$ cat src/rtl/rr_mux_reg.sv
// rr_mux_reg: registered N-channel mux with explicit select
// or round-robin arbitration over valid/ready producers.
module rr_mux_reg #(
  parameter int WIDTH    = 8,
  parameter int CHANNELS = 3,
  parameter int SELW     = $clog2(CHANNELS)
) (
  input  logic                      clk,
  input  logic                      rst,
  input  logic [CHANNELS*WIDTH-1:0] in_data,
  input  logic [CHANNELS-1:0]       in_valid,
  output logic [CHANNELS-1:0]       in_ready,
  input  logic                      mode,
  input  logic [SELW-1:0]           sel,
  output logic [WIDTH-1:0]          out_data,
  output logic [SELW-1:0]           out_src,
  output logic                      out_valid,
  input  logic                      out_ready
);

  logic            load;
  logic            hit;
  logic [SELW-1:0] gidx;
  logic [SELW-1:0] ptr;
  logic [SELW-1:0] nptr;
  logic [WIDTH-1:0] gdata;

  assign load = !out_valid | out_ready;
  assign nptr = (gidx == SELW'(CHANNELS - 1)) ? '0 : gidx + 1'b1;

  // Pick the granted channel: explicit index, or first requester at/after ptr
  always_comb begin
    hit  = 1'b0;
    gidx = '0;
    if (!mode) begin
      for (int i = 0; i < CHANNELS; i++) begin
        if (sel == SELW'(i) && in_valid[i]) begin
          hit  = 1'b1;
          gidx = SELW'(i);
        end
      end
    end else begin
      // wrapped segment first, then the segment from ptr overrides it
      for (int i = CHANNELS - 1; i >= 0; i--) begin
        if (in_valid[i] && SELW'(i) < ptr) begin
          hit  = 1'b1;
          gidx = SELW'(i);
        end
      end
      for (int i = CHANNELS - 1; i >= 0; i--) begin
        if (in_valid[i] && SELW'(i) >= ptr) begin
          hit  = 1'b1;
          gidx = SELW'(i);
        end
      end
    end
  end

  // Route granted data and raise the one-hot accept
  always_comb begin
    gdata    = '0;
    in_ready = '0;
    for (int i = 0; i < CHANNELS; i++) begin
      if (gidx == SELW'(i)) begin
        gdata = in_data[i*WIDTH +: WIDTH];
      end
      in_ready[i] = load & hit & (gidx == SELW'(i));
    end
  end

  // Output register and round-robin pointer
  always_ff @(posedge clk or posedge rst) begin
    if (rst) begin
      out_valid <= 1'b0;
      out_data  <= '0;
      out_src   <= '0;
      ptr       <= '0;
    end else if (load) begin
      if (hit) begin
        out_valid <= 1'b1;
        out_data  <= gdata;
        out_src   <= gidx;
        if (mode) begin
          ptr <= nptr;
        end
      end else begin
        out_valid <= 1'b0;
      end
    end
  end

endmodule

$ cat config.mk
export PLATFORM = sky130hd
export DESIGN_NAME = rr_mux_reg
export DESIGN_NICKNAME = d
export VERILOG_FILES = /design/src/rtl/rr_mux_reg.sv
export SDC_FILE = /design/constraint.sdc
export NUM_CORES = 1
export LEC_CHECK = 0
export ABC_AREA = 1
export CAP_MARGIN = 30
export CORE_ASPECT_RATIO = 0.6
export CORE_UTILIZATION = 42
export DETAILED_ROUTE_END_ITERATION = 6
export PLACE_DENSITY = 0.84
export SYNTH_ARGS = -nofsm -noshare
export SYNTH_HDL_FRONTEND = slang
export SYNTH_SLANG_ARGS = --single-unit
$ cat constraint.sdc
create_clock -name clk -period 2.2 [get_ports clk]
set_input_delay 0.44 -clock clk [delete_from_list [all_inputs] [get_ports clk]]
set_output_delay 0.44 -clock clk [all_outputs]
set_load 0.005 [all_outputs]
# After elaboration in Yosys (flattened, before gate mapping)
# Cells that the tools add are included.
dict set report op_classes {
  div 0
  bitwise_logic 5
  n_lt_le_gt_ge 6
  reduce_logical 14
  shifts 0
  add_sub_neg 1
  n_mux 24
  multipliers 0
  eq_ne 4
}
# cell n
set op_table {}
lappend op_table {{$mux W8} 3}
lappend op_table {{$mux W2} 9}
lappend op_table {{$mux W1} 12}
lappend op_table {{$logic_and A1 B1 Y1} 9}
lappend op_table {{$and A1 B1 Y1} 4}
lappend op_table {{$eq A2 B1 Y1 const B} 2}
lappend op_table {{$eq A2 B2 Y1 const B} 2}
lappend op_table {{$ge A1 B2 Y1 const A} 2}
lappend op_table {{$logic_not A2 Y1} 2}
lappend op_table {{$lt A1 B2 Y1 const A} 2}
lappend op_table {{$reduce_and A3 Y1} 1}
lappend op_table {{$add A2 B1 Y2 const B} 1}
lappend op_table {{$ge A2 B2 Y1 const A} 1}
lappend op_table {{$lt A2 B2 Y1 const A} 1}
lappend op_table {{$reduce_and A2 Y1} 1}
lappend op_table {{$logic_not A1 Y1} 1}
lappend op_table {{$or A1 B1 Y1} 1}
dict set report word_totals {
  latch_bits 0
  mem_count 0
  register_bits 13
  ramBits 0
  out_inout_bits 14
  romBits 0
  inputBits 33
}

# Longest topological paths before layout
# Gate-level depths: netlist of the first run.
dict set report depth {
  word_depth 13
  mapped_depth 11
  depth_no_buf 11
}

# Worst setup path before layout of the first run
# OpenSTA, ideal clock, no wires.
dict set report synth_timing {
  path_kind {input -> output}
  startpoint {input port in_valid[1]}
  endpoint {output port in_ready[0]}
  t_arrival_ns 1.158
  setup_slack_ns 0.602
  required_ns 1.760
  cell_stages 9
  path_buffers 0
  path_cell_list {inv_1 > nor2_2 > inv_1 > nand2_2 > nand2_1 > o21ai_2 > nor2_4 > inv_1 > nor2_1}
}
dict set report synth_between {
  elab_chain_cells 9
  elab_cells_between_ends 22
  cone_classes {16 x mux; 2 x bitwise; 4 x reduce/logical}
}
# element line
set synth_rtl {}
lappend synth_rtl {{from (decl)} 11} ;# input logic [CHANNELS-1:0] in_valid,
lappend synth_rtl {{$logic_and A1 B1 Y1} 45} ;# if (in_valid[i] && SELW'(i) < ptr) begin
lappend synth_rtl {{$mux W1 / $mux W2 (equally long branches) (2 in a row)} 45}
lappend synth_rtl {{$mux W1 / $mux W2 (equally long branches) (3 in a row)} 51} ;# if (in_valid[i] && SELW'(i) >= ptr) begin
lappend synth_rtl {{$mux W1 / $mux W2 (equally long branches)} 35} ;# if (!mode) begin
lappend synth_rtl {{$and A1 B1 Y1 / $logic_not A2 Y1 (equally long branches)} 67} ;# in_ready[i] = load & hit & (gidx == SELW'(i));
lappend synth_rtl {{$and A1 B1 Y1 *} 67}
lappend synth_rtl {{to (decl)} 12} ;# output logic [CHANNELS-1:0] in_ready,
# Mark *: on every way between the ends. The rest lies on a longest branch, timed or not.

# Final worst setup path of the first run
dict set report layout_timing {
  startpoint {register ptr[1]}
  endpoint {output port in_ready[0]}
}
dict set report layout_between {
  elab_chain_cells 11
  elab_cells_between_ends 29
  cone_classes {6 x order compare; 14 x mux; 2 x bitwise; 7 x reduce/logical}
}
# element line
set layout_rtl {}
lappend layout_rtl {{from (decl)} 24} ;# logic [SELW-1:0] ptr;
lappend layout_rtl {{from (signal assigned)} 84} ;# ptr <= nptr;
lappend layout_rtl {{$lt A2 B2 Y1} 45}
lappend layout_rtl {{$logic_and A1 B1 Y1} 45}
lappend layout_rtl {{$mux W1 / $mux W2 (equally long branches) (3 in a row)} 45}
lappend layout_rtl {{$mux W1 / $mux W2 (equally long branches) (3 in a row)} 51}
lappend layout_rtl {{$mux W1 / $mux W2 (equally long branches)} 35}
lappend layout_rtl {{$and A1 B1 Y1 / $logic_not A2 Y1 (equally long branches)} 67}
lappend layout_rtl {{$and A1 B1 Y1 *} 67}
# Marked as above.

==> metrics.yaml, run 1 <==
run_status:
  status: "completed"
cts:
  clkLatencyLatePin_ps: 290
  cts_tree: "built"
  ctsHtreeMaxLevel: 1
  clock-sinks: 13
  clk_pin_slew_ps: 90
  hold_buffers: 0
  cts_root_buffer: "clkbuf_4"
  cts_buffers: 3
  cts_buffer_depth: 2
die:
  core-area_mm2: 0.001952
  row_count: 12
  io_pins: 47
  die_area_mm2: 0.002393
  die_w_um: 62.49
  start_util_pct: 47.24
  die_height_um: 38.30
finish:
  regArea_um2: 327.8
  fillCellCount: 118
  final_nets: 248
  drive_above_1_share_pct: 24.30
  layout_common_cells: "55 x nand2_1, 37 x clkdlybuf4s50_1, 24 x buf_4"
  instances_no_fill: 242
  fin_util_pct: 83.72
  multi_input_area_um2: 538.0
  antennaDiodeCount: 0
  syn_to_final_growth_pct: 77.21
  final_common_cell: "nand2_1"
power_and_ir_drop:
  switching_share_pct: 36.03
  switching_power_mw: 0.3763
  seqPwrFrac_pct: 33.4
  p_leak_nw: 0.8524
  p_clk_share_pct: 15.4
  combPwrFrac_pct: 51.2
  powerDensity_mw_per_mm2: 639.2
  ir_drop_mv: 0.5569
  intPower_mw: 0.6682
global_routing:
  grt_max_degree: 14
  grt-ovfl-total: 0
  grt_pass1_vias: 1072
  antenna_found_initial: 0
  grt_pass1_wl_um: 4747
  grt_usage_pct: 27.17
placed_design:
  dp_hpwl_um: 2173
  port_buffers: 46
  place_ws_ps: -382.4
  dp_cells: 232
  gp_congestion: 0.8819
setup_path:
  crit_arrival_ps: 1730
  worstSetupPathType: "reg2out"
  crit_fanout: 5
  worst_setup_path_start_kind: "flip-flop"
  worstSetupEndpointType: "output port"
  required_ps: 1760
detailed_routing:
  route.detailed.drc: 0
  num_vias: 1189
  wl_per_cell_um: 12.84
  drt_iter0_markers: 53
  routed_wirelength_um: 3107
  ant_nets: 0
  first_pass_iters: 4
  vias_per_cell: 4.913
logic_synthesis:
  synth_nets: 175
  ys_ff_latch: 13
  yosysWarnings: 0
  yosys-top-cells-area: "dfrtp_1 35%, nand2_1 23%, inv_1 6.9%"
  syn_inst: 142
  yosysSeqAreaShare_pct: 35.28
  yosys.area.top_type: "dfrtp_1"
  synth_top_area_share_pct: 35.28
  syn_area_um2: 922.1
  yosysUniqueCellTypes: 21
  synth_area_per_cell_um2: 6.494
hold_path:
  hp-class: "reg2reg"
sta:
  post-route-min-period_ps: 2167
  setup_viol: 0
  setup_ws_ps: 33.33
  report.final.slew_viol_count: 0
  max_freq_ghz: 0.4615
  worst_pin_slew_ps: 561.5
  slew_headroom_pct: 62.52
  hold_viol: 0
  skew_ps: 9.856
  min_period_over_period_pct: 98.48
flow_run:
  maxCapViolCount: 0
-- metal layers --
metal  global-route usage [%]  part of all wire, %  vias up  routed length, µm
met5                        0                    0        -                  0
met4                    5.233                  1.4        0                 44
met3                    6.548                  5.4        6                169
met2                    53.80                   50       46               1559
met1                    30.83                   43      553               1334
li1                         -                    -      584                  -
-- worst paths after layout --
| path | slack [ps] | cells after the start | start | endpoint |
|---|---|---|---|---|
| min reg2reg | 480 | 2 | out_src[1] | out_src[1] |
| min | 480 | 2 | out_src[1] | out_src[1] |
| max in group asynchronous | 1310 | 2 | rst | ptr[0] |
| min in group asynchronous | 490 | 2 | rst | out_data[2] |
| max reg2reg | 540 | 13 | ptr[1] | out_data[7] |
| max | 30 | 10 | ptr[1] | in_ready[0] |
-- power groups by stage --
stage / registers (mW) / logic, mW / clock network [mW]
floorplan: 0.345 / 0.216 / 0
global placement: 0.343 / 0.485 / 0
detailed placement: 0.347 / 0.496 / 0
CTS: 0.346 / 0.514 / 0.159
global route: 0.356 / 0.581 / 0.173
finish: 0.349 / 0.534 / 0.161
-- Yosys cell counts --
cell type   n
inv_1      17
a21oi_2     2
a21oi_1     2
nand2_2     1
nor2_4      1
nand3_1    12
nand4_1     3
inv_2       2
buf_6       1
nor2_2      2
buf_2       1
or2_2       1
nor2_1     16
o21a_1      1
dfrtp_1    13
o21ai_2     4
nand2_1    56
nand2_4     2
nand3_2     1
inv_4       1
o21ai_0     3
-- area by class of cell --
cell class / count / share of cell area [%]
Sequential cell: 13 / 20.06
Multi-Input combinational cell: 107 / 32.92
Timing Repair Buffer: 70 / 38.51
Clock buffer: 4 / 1.608
Inverter: 20 / 4.747
Tap cell: 28 / 2.144
-- through the flow --
stage / setup TNS (ps) / power (mW) / hold slack [ps] / cell area (µm²)
finish: 0 / 1.045 / 484.6 / 1634
floorplan: 0 / 0.5614 / 317.0 / 922.1
global placement: -968.7 / 0.8284 / 463.4 / 1536
CTS: 0 / 1.020 / 487.0 / 1618
detailed placement: -982.2 / 0.8425 / 465.0 / 1536
global route: -29.70 / 1.110 / 507.1 / 1634
-- sequential cells by signal (all words and copies together) (netlist names) --
register,count
out_valid,1
out_data,8
out_src,2
ptr,2
-- critical path: stages, from the launching register on --
cell and delay, ps:
dfrtp_2 460, nand2_1 90, nand2_1 70, nand2_1 100
nand2_2 70, nand2_2 80, o21ai_4 70, nor2_4 110
inv_1 60, nor2_1 90, dlygate4sd2_1 240
-- cells by family (layout without fill, tap and decap cells) --
| logic type | count (synthesis) | count (layout) | share of synthesized area, % |
|---|---|---|---|
| simple gates | 95 | 95 | 45.32 |
| buf+inv | 22 | 94 | 10.18 |
| flops | 13 | 13 | 35.28 |
| compound gates | 12 | 12 | 9.226 |
-- repair_timing --
item | 4_1_cts | 5_1_grt
endpoints found under the setup margin | 3 | 1
cloned | 0 | 0
pin swaps | 7 | 1
hold endpoints to repair | 0 | 0
buffers inserted | 5 | 1
gates resized for setup | 19 | 3
Power figures use the tool's default switching activity.
==> run 2: changes to the inputs <==
Settings changed: HOLD_SLACK_MARGIN set to 0.05.
==> results of run 2 <==
The final DEF is identical to that of run 1; final timing and power are the same.
